`config.mk`:
```
export PLATFORM = sky130hd
export DESIGN_NAME = tick_scheduler
export DESIGN_NICKNAME = d
export VERILOG_FILES = /design/src/rtl/tick_scheduler.sv
export SDC_FILE = /design/constraint.sdc
export NUM_CORES = 1
export LEC_CHECK = 0
export CAP_MARGIN = 25
export CELL_PAD_IN_SITES_DETAIL_PLACEMENT = 0
export CELL_PAD_IN_SITES_GLOBAL_PLACEMENT = 1
export CORE_MARGIN = 2
export CORE_UTILIZATION = 49
export CTS_BUF_LIST = sky130_fd_sc_hd__clkbuf_4
export CTS_CLUSTER_DIAMETER = 80
export CTS_CLUSTER_SIZE = 24
export DETAILED_ROUTE_END_ITERATION = 8
export GPL_TIMING_DRIVEN = 0
export PLACE_DENSITY = 0.95
export SYNTH_ARGS = -nofsm -noshare
export SYNTH_HDL_FRONTEND = slang
export SYNTH_SLANG_ARGS = --single-unit
```
`constraint.sdc`:
```
create_clock -name clk -period 5.1 [get_ports clk]
set_input_delay 0.765 -clock clk [delete_from_list [all_inputs] [get_ports clk]]
set_output_delay 0.765 -clock clk [all_outputs]
set_load 0.01 [all_outputs]
```
`src/rtl/tick_scheduler.sv`:
```
// tick_scheduler: multi-channel timer scheduler sharing one decrementer.
// After each prescaler tick the channels are swept one per clock; each
// channel whose count expires emits a one-cycle ch_tick pulse.
//
// Ports:
//   clk, rst_n       clock, synchronous active-low reset
//   tick_in          one-cycle prescaler pulse that starts a sweep
//   cfg_we/cfg_ch    configuration write strobe and channel address
//   cfg_period       period in ticks for the addressed channel
//   cfg_mode         0 = one-shot, 1 = periodic
//   start/stop       per-channel arm / disarm pulses (stop wins)
//   overrun_clr      clears the sticky overrun flag
//   ch_tick          registered one-cycle event pulse per channel
//   busy             channel armed
//   sweeping         sweep in progress
//   overrun          sticky: tick_in arrived while sweeping
module tick_scheduler #(
    parameter int unsigned NUM_CH   = 4,
    parameter int unsigned PERIOD_W = 8,
    localparam int unsigned CH_W    = $clog2(NUM_CH)
) (
    input  logic                clk,
    input  logic                rst_n,
    input  logic                tick_in,
    input  logic                cfg_we,
    input  logic [CH_W-1:0]     cfg_ch,
    input  logic [PERIOD_W-1:0] cfg_period,
    input  logic                cfg_mode,
    input  logic [NUM_CH-1:0]   start,
    input  logic [NUM_CH-1:0]   stop,
    input  logic                overrun_clr,
    output logic [NUM_CH-1:0]   ch_tick,
    output logic [NUM_CH-1:0]   busy,
    output logic                sweeping,
    output logic                overrun
);

    typedef enum logic {
        IDLE  = 1'b0,
        SWEEP = 1'b1
    } state_t;

    state_t              state_q, state_d;
    logic [CH_W-1:0]     idx_q, idx_d;
    logic                sweeping_d;
    logic                overrun_d;
    logic [NUM_CH-1:0]   ch_tick_d;

    logic [PERIOD_W-1:0] period_q [NUM_CH];
    logic [PERIOD_W-1:0] period_d [NUM_CH];
    logic [PERIOD_W-1:0] count_q  [NUM_CH];
    logic [PERIOD_W-1:0] count_d  [NUM_CH];
    logic [NUM_CH-1:0]   mode_q, mode_d;
    logic [NUM_CH-1:0]   active_q, active_d;
    logic                svc;

    assign busy = active_q;

    // Next-state, channel update and registered-output computation
    always_comb begin
        state_d    = state_q;
        idx_d      = idx_q;
        sweeping_d = 1'b0;
        overrun_d  = overrun;
        ch_tick_d  = '0;
        period_d   = period_q;
        count_d    = count_q;
        mode_d     = mode_q;
        active_d   = active_q;
        svc        = (state_q == SWEEP);

        case (state_q)
            IDLE: begin
                if (tick_in) begin
                    state_d = SWEEP;
                    idx_d   = '0;
                end
            end
            SWEEP: begin
                if (idx_q == CH_W'(NUM_CH - 1)) begin
                    state_d = IDLE;
                    idx_d   = '0;
                end else begin
                    idx_d = idx_q + CH_W'(1);
                end
            end
            default: begin
                state_d = IDLE;
                idx_d   = '0;
            end
        endcase

        sweeping_d = (state_d == SWEEP);

        // A tick during a sweep is dropped; setting beats clearing
        if (overrun_clr) begin
            overrun_d = 1'b0;
        end
        if (svc && tick_in) begin
            overrun_d = 1'b1;
        end

        for (int i = 0; i < NUM_CH; i++) begin
            // Out-of-range cfg_ch matches no channel, so the write is dropped
            if (cfg_we && (cfg_ch == CH_W'(i))) begin
                period_d[i] = cfg_period;
                mode_d[i]   = cfg_mode;
            end

            // Shared decrementer services only the channel at idx
            if (svc && (idx_q == CH_W'(i)) && active_q[i]) begin
                if (count_q[i] == PERIOD_W'(1)) begin
                    ch_tick_d[i] = 1'b1;
                    if (mode_q[i]) begin
                        count_d[i] = period_q[i];
                    end else begin
                        active_d[i] = 1'b0;
                    end
                end else if (count_q[i] > PERIOD_W'(1)) begin
                    count_d[i] = count_q[i] - PERIOD_W'(1);
                end
            end

            // Client start/stop override any sweep update of this cycle
            if (start[i] && (period_q[i] != '0)) begin
                count_d[i]   = period_q[i];
                active_d[i]  = 1'b1;
                ch_tick_d[i] = 1'b0;
            end
            if (stop[i]) begin
                active_d[i]  = 1'b0;
                ch_tick_d[i] = 1'b0;
            end
        end
    end

    // State and output registers
    always_ff @(posedge clk) begin
        if (!rst_n) begin
            state_q  <= IDLE;
            idx_q    <= '0;
            sweeping <= 1'b0;
            overrun  <= 1'b0;
            ch_tick  <= '0;
            mode_q   <= '0;
            active_q <= '0;
            for (int i = 0; i < NUM_CH; i++) begin
                period_q[i] <= '0;
                count_q[i]  <= '0;
            end
        end else begin
            state_q  <= state_d;
            idx_q    <= idx_d;
            sweeping <= sweeping_d;
            overrun  <= overrun_d;
            ch_tick  <= ch_tick_d;
            mode_q   <= mode_d;
            active_q <= active_d;
            for (int i = 0; i < NUM_CH; i++) begin
                period_q[i] <= period_d[i];
                count_q[i]  <= count_d[i];
            end
        end
    end

endmodule

```
==> run metrics, run 1 <==
Hold Path Depth=2; CTS tree=built; Layout Nets=593; width of the die=96.30 microns; Final Skew=0.02121 ns; type of the worst min-delay path=reg -> reg; relative slew slack=0.5116; fillers=775; initial antenna violation count=0; PortBufs=32; Worst VDD drop=0.0001540 V; Synth Area in Adders=0.03597; pin count of the biggest net entering global routing=13; Die H=96.30 microns; WP buf/inv=1; setup tns final=0 ns; clk slew on worst S/H paths=0.13 ns; drt pass-1 iters=5; synthesized area=4174 sq um; Vias=4012; n_diodes=0; Simple-Gate Fraction of Synth Area=0.2806; core area=8217 sq um; CP max-delay cell=clkdlybuf4s50_1; commonest cells in the synthesized netlist=nand2_1 (98), dfxtp_1 (80), a21oi_1 (59); hold_ws=0.4845 ns; Pleak=0.001721 uW; synthesized area per cell=8.121 sq um; data required time at the worst endpoint=4.34 ns; CTS Hold Buffers Added=0; largest family of logic cells by synthesized area=simple AND/OR/NAND/NOR gates; Worst setup EP type=output port; RePlAce Congestion=0.8799; final-report max-slew violation count=0; worst-path cell chain=clkdlybuf4s50_1; Seq/Total Area, Yosys=0.3837; WL final=11.04 mm; Setup CP Type=reg -> out; share of cells above drive strength 1=0.06952; final cell count without fillers=666; WP depth=1; final hold violations=0; CTS-repair resized insts=0; antenna viol nets, final=0; mux share of post-synthesis cell area=0.04317; PwrDens=328.9 nW/um^2; period utilization=0.4588; unrepaired setup endpoints after global routing=false; crit path time final=2.340 ns; vias per std cell=6.024; post-DP HPWL=8.007 mm; synth warn=0; Site Rows=33; placed insts=651; root buffer cell=clkbuf_4; Max Cap Viol=0; Synth cell types=61; FMAX=0.4274 GHz; CTS max path bufs=2; Yosys reg bits=80; CP Launch Type=register; Post-synth EDFFs=0; Yosys top cell area share=0.3837; Num Clock Sinks=80; DIE AREA=9273 sq um; vias in the first global route=3626; DR WL/cell=16.57 microns; status=complete, no violations; Synth Instances=514; Initial DRC Count=216; total CTS buffers=9; Area Overhead vs Synth=13.67%; clock latency on the worst-skew pair=0.44 ns; Synth Area in Compound Gates=0.2263; I/O pin cnt=34; total grt overflow=0; Total GRT Usage=0.2550; CP Max Fanout=6; final setup vio count=0; multi-input logic area=2446 sq um; H-tree depth=3; Initial Utilization=0.5080; most frequent cell after synthesis=nand2_1; Slew @ Worst Pin=0.7326 ns; Primary FF master, synth=dfxtp_1; Place WS=2.492 ns; arrival time of the worst setup path=1.57 ns; Synth async-reset ratio=0; R2R cell count=7; syn nets=550; Largest delay share family, worst path=buffers and inverters; Synth area leaders=dfxtp_1 (38%), nand2_1 (8.8%), a21oi_1 (7.1%), mux2i_1 (4.3%), ha_1 (3.6%); postcts setup bufs=0; Post-Synth XOR/XNOR Area=0; FF+latch area=1602 sq um; DRC Markers=0; crit-path max cell delay=0.60 ns; post-synth top area cell=dfxtp_1; Setup WS post-layout=2.760 ns; first-pass GRT wire length=18.00 mm
==> power by group <==
part / total [uW] / switching (uW) / leakage [uW] / internal [uW]
Clock: 354 / 213 / 0.0000681 / 141
Combinational: 485 / 279 / 0.00100 / 206
Sequential: 722 / 50.9 / 0.000652 / 671
==> cells by family after synthesis <==
group	after synthesis
simple gates	231
buf+inv	31
compound gates	142
mux	18
flops	80
fa+ha+maj	12
==> path summary, 6_finish.rpt <==
| kind | startpoint | end | slack (ns) |
|---|---|---|---|
| worst max-delay path | state_q | sweeping | 2.76 |
| worst min-delay path | period_q[18] | period_q[18] | 0.48 |
| worst max register to register | count_q[8] | count_q[14] | 2.92 |
| worst min register to register | period_q[18] | period_q[18] | 0.48 |
==> cell usage in the layout, fill, tap and decap left out, types with 3 or more instances in the layout <==
cell / Yosys / final
o21a_1: 9 / 9
nor2b_1: 11 / 11
and2_1: 3 / 3
or4_4: 4 / 4
inv_1: 14 / 14
dfxtp_1: 80 / 80
nand3b_1: 3 / 3
a211oi_1: 6 / 6
clkbuf_1: 9 / 9
nor3_1: 11 / 11
nor2_1: 32 / 32
nand2b_1: 4 / 4
o31ai_1: 8 / 8
and3_1: 5 / 5
buf_1: 5 / 5
nand4b_1: 4 / 4
ha_1: 12 / 12
nor3b_1: 6 / 6
a21oi_1: 59 / 59
clkinv_1: 0 / 3
o211ai_1: 6 / 6
mux2i_1: 18 / 18
nand2_1: 98 / 98
nor4b_1: 3 / 3
or4_1: 6 / 6
clkbuf_4: 0 / 9
o21ai_2: 3 / 3
o221ai_1: 3 / 3
o21ai_1: 10 / 10
o22ai_1: 8 / 8
nor4_1: 10 / 10
clkdlybuf4s50_1: 0 / 32
nand3_1: 19 / 19
o21ai_0: 5 / 5
==> layer usage <==
| layer | share of wire | wire (microns) | global-route usage |
|---|---|---|---|
| met1 | 0.47 | 5181 | 0.3539 |
| met2 | 0.44 | 4907 | 0.3929 |
| met3 | 0.063 | 695 | 0.03681 |
| met4 | 0.023 | 252 | 0.1115 |
| met5 | 0 | 0 | 0 |
==> through the flow <==
stage / util / area, sq um / total power [uW]
2_1_floorplan: - / 4174 / 1088
3_3_place_gp: 0.5630 / 4626 / 1201
3_5_place_dp: 0.5630 / 4626 / 1210
4_1_cts: 0.5774 / 4745 / 1562
5_1_grt: 0.5774 / 4745 / 1659
6_report: 0.5774 / 4745 / 1560
==> cell type report <==
type                       instances  share of cell area
multi-input combinational        403              0.5156
inverter                          14             0.01108
clock inverter                     6             0.01081
sequential                        80              0.3376
timing repair buffer              32             0.06751
clock buffer                       9             0.01424
tap                              105             0.02769
buffer                            17             0.01556
==> flip-flops by register name (all words and copies together) (netlist names) <==
signal    flops
busy          4
ch_tick       4
count_q      32
idx_q         2
mode_q        4
overrun       1
period_q     32
state_q       1
(Power assumes the default switching activity.)
==> inputs of run 2 (changes only) <==
CORE_UTILIZATION = 45   (was 49)
PLACE_DENSITY = 0.9   (was 0.95)
clock period = 2.2 ns   (was 5.1 ns; I/O delays follow)
==> run metrics, run 2 (same netlist as run 1, synthesis figures left out) <==
vias per std cell=6.019 (about the same); most frequent cells in the layout=nand2_1 (98), dfxtp_1 (79), a21oi_1 (59); pin count of the biggest net entering global routing=14 (+1); first-pass GRT wire length=18.52 mm (+2.9%); Num Clock Sinks=80 (unchanged); Pleak=0.001740 uW (+1.1%); relative slew slack=0.4120 (-0.09961); I/O pin cnt=34 (unchanged); biggest regs=count_q x32, period_q x32; combinational power share=0.299 (-0.012); CTS tree=built; initial antenna violation count=0 (unchanged); post-DP HPWL=8.163 mm (+2.0%); share of cells above drive strength 1=0.08363 (+0.01411); data required time at the worst endpoint=2.50 ns (-1.84 ns); PwrDens=788.7 nW/um^2 (+140%); Worst setup EP type=register; Vias=4051 (+0.97%); R2R setup slack=0.1 ns (-2.82 ns); Initial Utilization=0.4582 (-0.04975); RR Startpoint=period_q[11]; n_diodes=0 (unchanged); placed insts=657 (+0.92%); Layout Nets=593 (unchanged); status=complete, no violations; clk slew on worst S/H paths=0.13 ns (about the same); total grt overflow=0 (unchanged); FMAX=0.4753 GHz; DIE AREA=10060 sq um (+8.5%); CP Max Fanout=8 (+2); antenna viol nets, final=0 (unchanged); Setup CP Type=reg -> reg; Sequential Power Share=0.442 (-0.021); Area Overhead vs Synth=15.26%; Initial DRC Count=175 (-19%); root buffer cell=clkbuf_4; H-tree depth=3 (unchanged); Total GRT Usage=0.2341 (-0.02090); final setup vio count=0 (unchanged); type of the worst min-delay path=in -> reg; final hold violations=0 (unchanged); CTS Hold Buffers Added=0 (unchanged); switching power=1304 uW (+140%); fillers=879 (+13%); Internal=2490 uW (+140%); Worst VDD drop=0.0003946 V (+160%); final-report max-slew violation count=0 (unchanged); total CTS buffers=9 (unchanged); R2R cell count=5 (-2); width of the die=100.3 microns (+4.2%); core area=9109 sq um (+11%); PortBufs=32 (unchanged); WL final=11.49 mm (+4.1%); CP Launch Type=register; CP startpoint=period_q[11]; DRC Markers=0 (unchanged); CTS max path bufs=2 (unchanged); Max Cap Viol=0 (unchanged); clock network power share=0.259 (+0.032); commonest non-fill, non-tap cell in the layout=nand2_1; Critical Path End=count_q[8]; vias in the first global route=3693 (+1.8%); unrepaired setup endpoints after global routing=false; Final Skew=0.02274 ns (+0.001522 ns); Site Rows=35 (+6.1%); RePlAce Congestion=0.8845 (+0.52%); Slew @ Worst Pin=0.8820 ns (+0.1494 ns); period utilization=0.9564; Die H=100.3 microns (+4.2%); post-layout total power=3794 uW (+140%); DR WL/cell=17.08 microns (+3.0%); arrival time of the worst setup path=2.41 ns (+0.84 ns); worst r2r dst=count_q[8]; Sw Ratio=0.3437 (-0.004220); clock latency on the worst-skew pair=0.44 ns (about the same); crit path time final=2.104 ns; final cell count without fillers=673 (+1.1%); drt pass-1 iters=5 (unchanged)
==> run 2: worst min path at each step <==
stage               startpoint      end  slack (ns)  depth (start not counted)
floorplan              stop[3]  busy[3]        0.40                          1
global route           stop[3]  busy[3]        0.44                          2
detailed placement     overrun  overrun        0.46                          2
CTS                    stop[3]  busy[3]        0.44                          2
global placement       overrun  overrun        0.46                          2
finish                 stop[3]  busy[3]        0.45                          2
==> run 2: final cells by class <==
type / count / area, sq um / share of cell area
multi-input cells: 403 / 2469 / 0.5131
plain buffers: 17 / 73.82 / 0.01534
inverters: 14 / 52.55 / 0.01092
flip-flops and latches: 80 / 1603 / 0.3332
clock inverters: 7 / 86.33 / 0.01795
clock buffers: 9 / 67.56 / 0.01404
repair buffers: 32 / 320.3 / 0.06658
well taps: 111 / 138.9 / 0.02887
==> run 2: stage by stage <==
| stage | instance area (sq um) | setup slack [ns] | setup TNS (ns) | utilization | hold WS (ns) |
|---|---|---|---|---|---|
| 5_1_grt | 4811 | 0.002657 | 0 | 0.5282 | 0.4404 |
| 6_report | 4811 | 0.09585 | 0 | 0.5282 | 0.4465 |
| 3_3_place_gp | 4633 | -0.05771 | -0.4619 | 0.5087 | 0.4588 |
| 3_5_place_dp | 4633 | -0.09366 | -0.8231 | 0.5087 | 0.4574 |
| 2_1_floorplan | 4174 | 0.3512 | 0 | - | 0.4028 |
| 4_1_cts | 4787 | 0.04635 | 0 | 0.5255 | 0.4410 |
==> run 2: per-layer routing <==
| metal | global-route usage | vias to the layer above | share of wire |
|---|---|---|---|
| li1 | - | 1965 | - |
| met3 | 0.03621 | 19 | 0.062 |
| met2 | 0.3696 | 135 | 0.44 |
| met1 | 0.3235 | 1932 | 0.47 |
| met5 | 0 | - | 0 |
| met4 | 0.08746 | 0 | 0.021 |
==> run 2: power groups by stage <==
stage                     logic [uW]  clock network (uW)  registers [uW]
after floorplan                  850                   0            1670
after global placement          1090                   0            1700
after detailed placement        1110                   0            1700
after CTS                       1110                1000            1670
after global routing            1270                1050            1690
final                           1130                 983            1680
==> run 2: critical path, stage by stage, from the launching register on <==
cell and delay, ns:
dfxtp_1 0.37, or4_4 0.56, o21ai_2 0.41, nand2_4 0.13, a2111oi_0 0.43, a2111oi_1 0.09
==> run 2: timing repair <==
item                                    4_1_cts  5_1_grt
setup buffers                                 0        0
endpoints found under the setup margin        0       10
gates resized for setup                       0        6
==> inputs of run 3 (changes only) <==
GPL_ROUTABILITY_DRIVEN = 0   (was not set)
HOLD_SLACK_MARGIN = 0.12   (was not set)
==> run metrics, run 3 (same netlist as run 1, synthesis figures left out) <==
status=complete, no violations; type of the worst min-delay path=in -> reg; Worst VDD drop=0.0003023 V (-23%); Max Cap Viol=0 (unchanged); Setup CP Type=reg -> reg; WL final=11.47 mm (-0.23%); Place WS=-0.04351 ns (+0.05015 ns); final-report max-slew violation count=0 (unchanged); Initial DRC Count=198 (+13%); RR Startpoint=count_q[24]; share of cells above drive strength 1=0.07679 (-0.006844); Total GRT Usage=0.2393 (+0.005276); hold_ws=0.4409 ns (-0.005528 ns); vias per std cell=5.924 (-1.6%); Area Overhead vs Synth=14.36%; n_diodes=0 (unchanged); Slew @ Worst Pin=0.7810 ns (-0.1010 ns); initial antenna violation count=0 (unchanged); final setup vio count=0 (unchanged); post-layout total power=3658 uW (-3.6%); Hold Path Origin=stop[3]; final hold violations=0 (unchanged); arrival time of the worst setup path=2.37 ns (-0.04 ns); FMAX=0.4890 GHz (+2.9%); PwrDens=766.4 nW/um^2 (-2.8%); post-DP HPWL=8.224 mm (+0.74%); clock latency on the worst-skew pair=0.44 ns (about the same); placed inst area=4633 sq um (unchanged); first-pass GRT wire length=19.03 mm (+2.8%); crit path time final=2.045 ns (-0.05927 ns); commonest non-fill, non-tap cell in the layout=nand2_1; Layout Nets=593 (unchanged); root buffer cell=clkbuf_4; postcts setup bufs=0 (unchanged); width of the die=100.3 microns (unchanged); antenna viol nets, final=0 (unchanged); Pleak=0.001725 uW (-0.87%); CP startpoint=count_q[24]; DRC Markers=0 (unchanged); clk slew on worst S/H paths=0.12 ns (about the same); biggest regs=count_q x32, period_q x32; post-route cell area=4773 sq um (-0.78%); Num Clock Sinks=80 (unchanged); vias in the first global route=3807 (+3.1%); most frequent cells in the layout=nand2_1 (98), dfxtp_1 (80), a21oi_1 (59); DR WL/cell=17.09 microns (about the same); Initial Utilization=0.4582 (unchanged); pin count of the biggest net entering global routing=13 (-1); CTS max path bufs=2 (unchanged); Setup WS post-layout=0.1551 ns (+0.05927 ns); CP Max Fanout=10 (+2); DIE AREA=10060 sq um (unchanged); Die H=100.3 microns (unchanged); final core utilization=0.5240 (-0.004121); CTS tree=built; Final Skew=0.01565 ns (-0.007083 ns); period utilization=0.9295 (-0.02694); I/O pin cnt=34 (unchanged); total grt overflow=0 (unchanged); Worst setup EP type=register; core area=9109 sq um (unchanged); drt pass-1 iters=4 (-1); unrepaired setup endpoints after global routing=false; PortBufs=32 (unchanged); relative slew slack=0.4793 (+0.06734); CP Launch Type=register; H-tree depth=3 (unchanged); data required time at the worst endpoint=2.53 ns (+0.03 ns); total CTS buffers=9 (unchanged); Site Rows=35 (unchanged); fillers=919 (+4.6%); CTS Hold Buffers Added=0 (unchanged); Vias=3975 (-1.9%)
-- run 3: cell type report --
type	instances	area [sq um]	share of cell area
inverter	14	52.55	0.01101
tap	111	138.9	0.02910
buffer	17	73.82	0.01547
sequential	80	1602	0.3355
clock buffer	10	75.07	0.01573
multi-input combinational	403	2464	0.5161
timing repair buffer	32	320.3	0.06710
clock inverter	4	47.55	0.009961
-- run 3: path summary, 6_finish.rpt --
kind                            slack [ns]          end  cells after the start
worst min-delay path                  0.44      busy[3]                      2
worst max register to register        0.16  count_q[29]                      8
worst min register to register        0.48  period_q[1]                      2
worst max-delay path                  0.16  count_q[29]                      8
-- run 3: stage by stage --
stage | setup TNS (ns) | instances
finish | 0 | 671
global route | 0 | 671
CTS | 0 | 671
detailed placement | -0.3787 | 657
global placement | -0.7513 | 657
floorplan | 0 | 514
-- run 3: worst max-delay path, stage by stage, from the launching register on --
cell and delay, ns:
dfxtp_1 0.42, inv_1 0.10, ha_1 0.27, nor2b_1 0.15, o211ai_1 0.21, a41o_2 0.31
buf_6 0.17, a21boi_0 0.23, o22ai_2 0.08
-- run 3: timing repair --
| item | 4_1_cts | 5_1_grt |
|---|---|---|
| resized for setup | 0 | 5 |
| endpoints found under the setup margin | 0 | 8 |
| endpoints found under the hold margin | 0 | 0 |
-- run 3: per-layer routing --
metal | GRT usage | vias to the layer above | routed length (microns)
li1 | - | 1960 | -
met1 | 0.3226 | 1903 | 5446
met2 | 0.3887 | 102 | 5328
met3 | 0.05710 | 10 | 563
met4 | 0.05690 | 0 | 127
met5 | 0 | - | 0
-- run 3: where the power goes --
group | internal, uW | switching (uW)
Combinational | 480 | 658
Sequential | 1560 | 119
Clock | 344 | 502
Total | 2380 | 1280
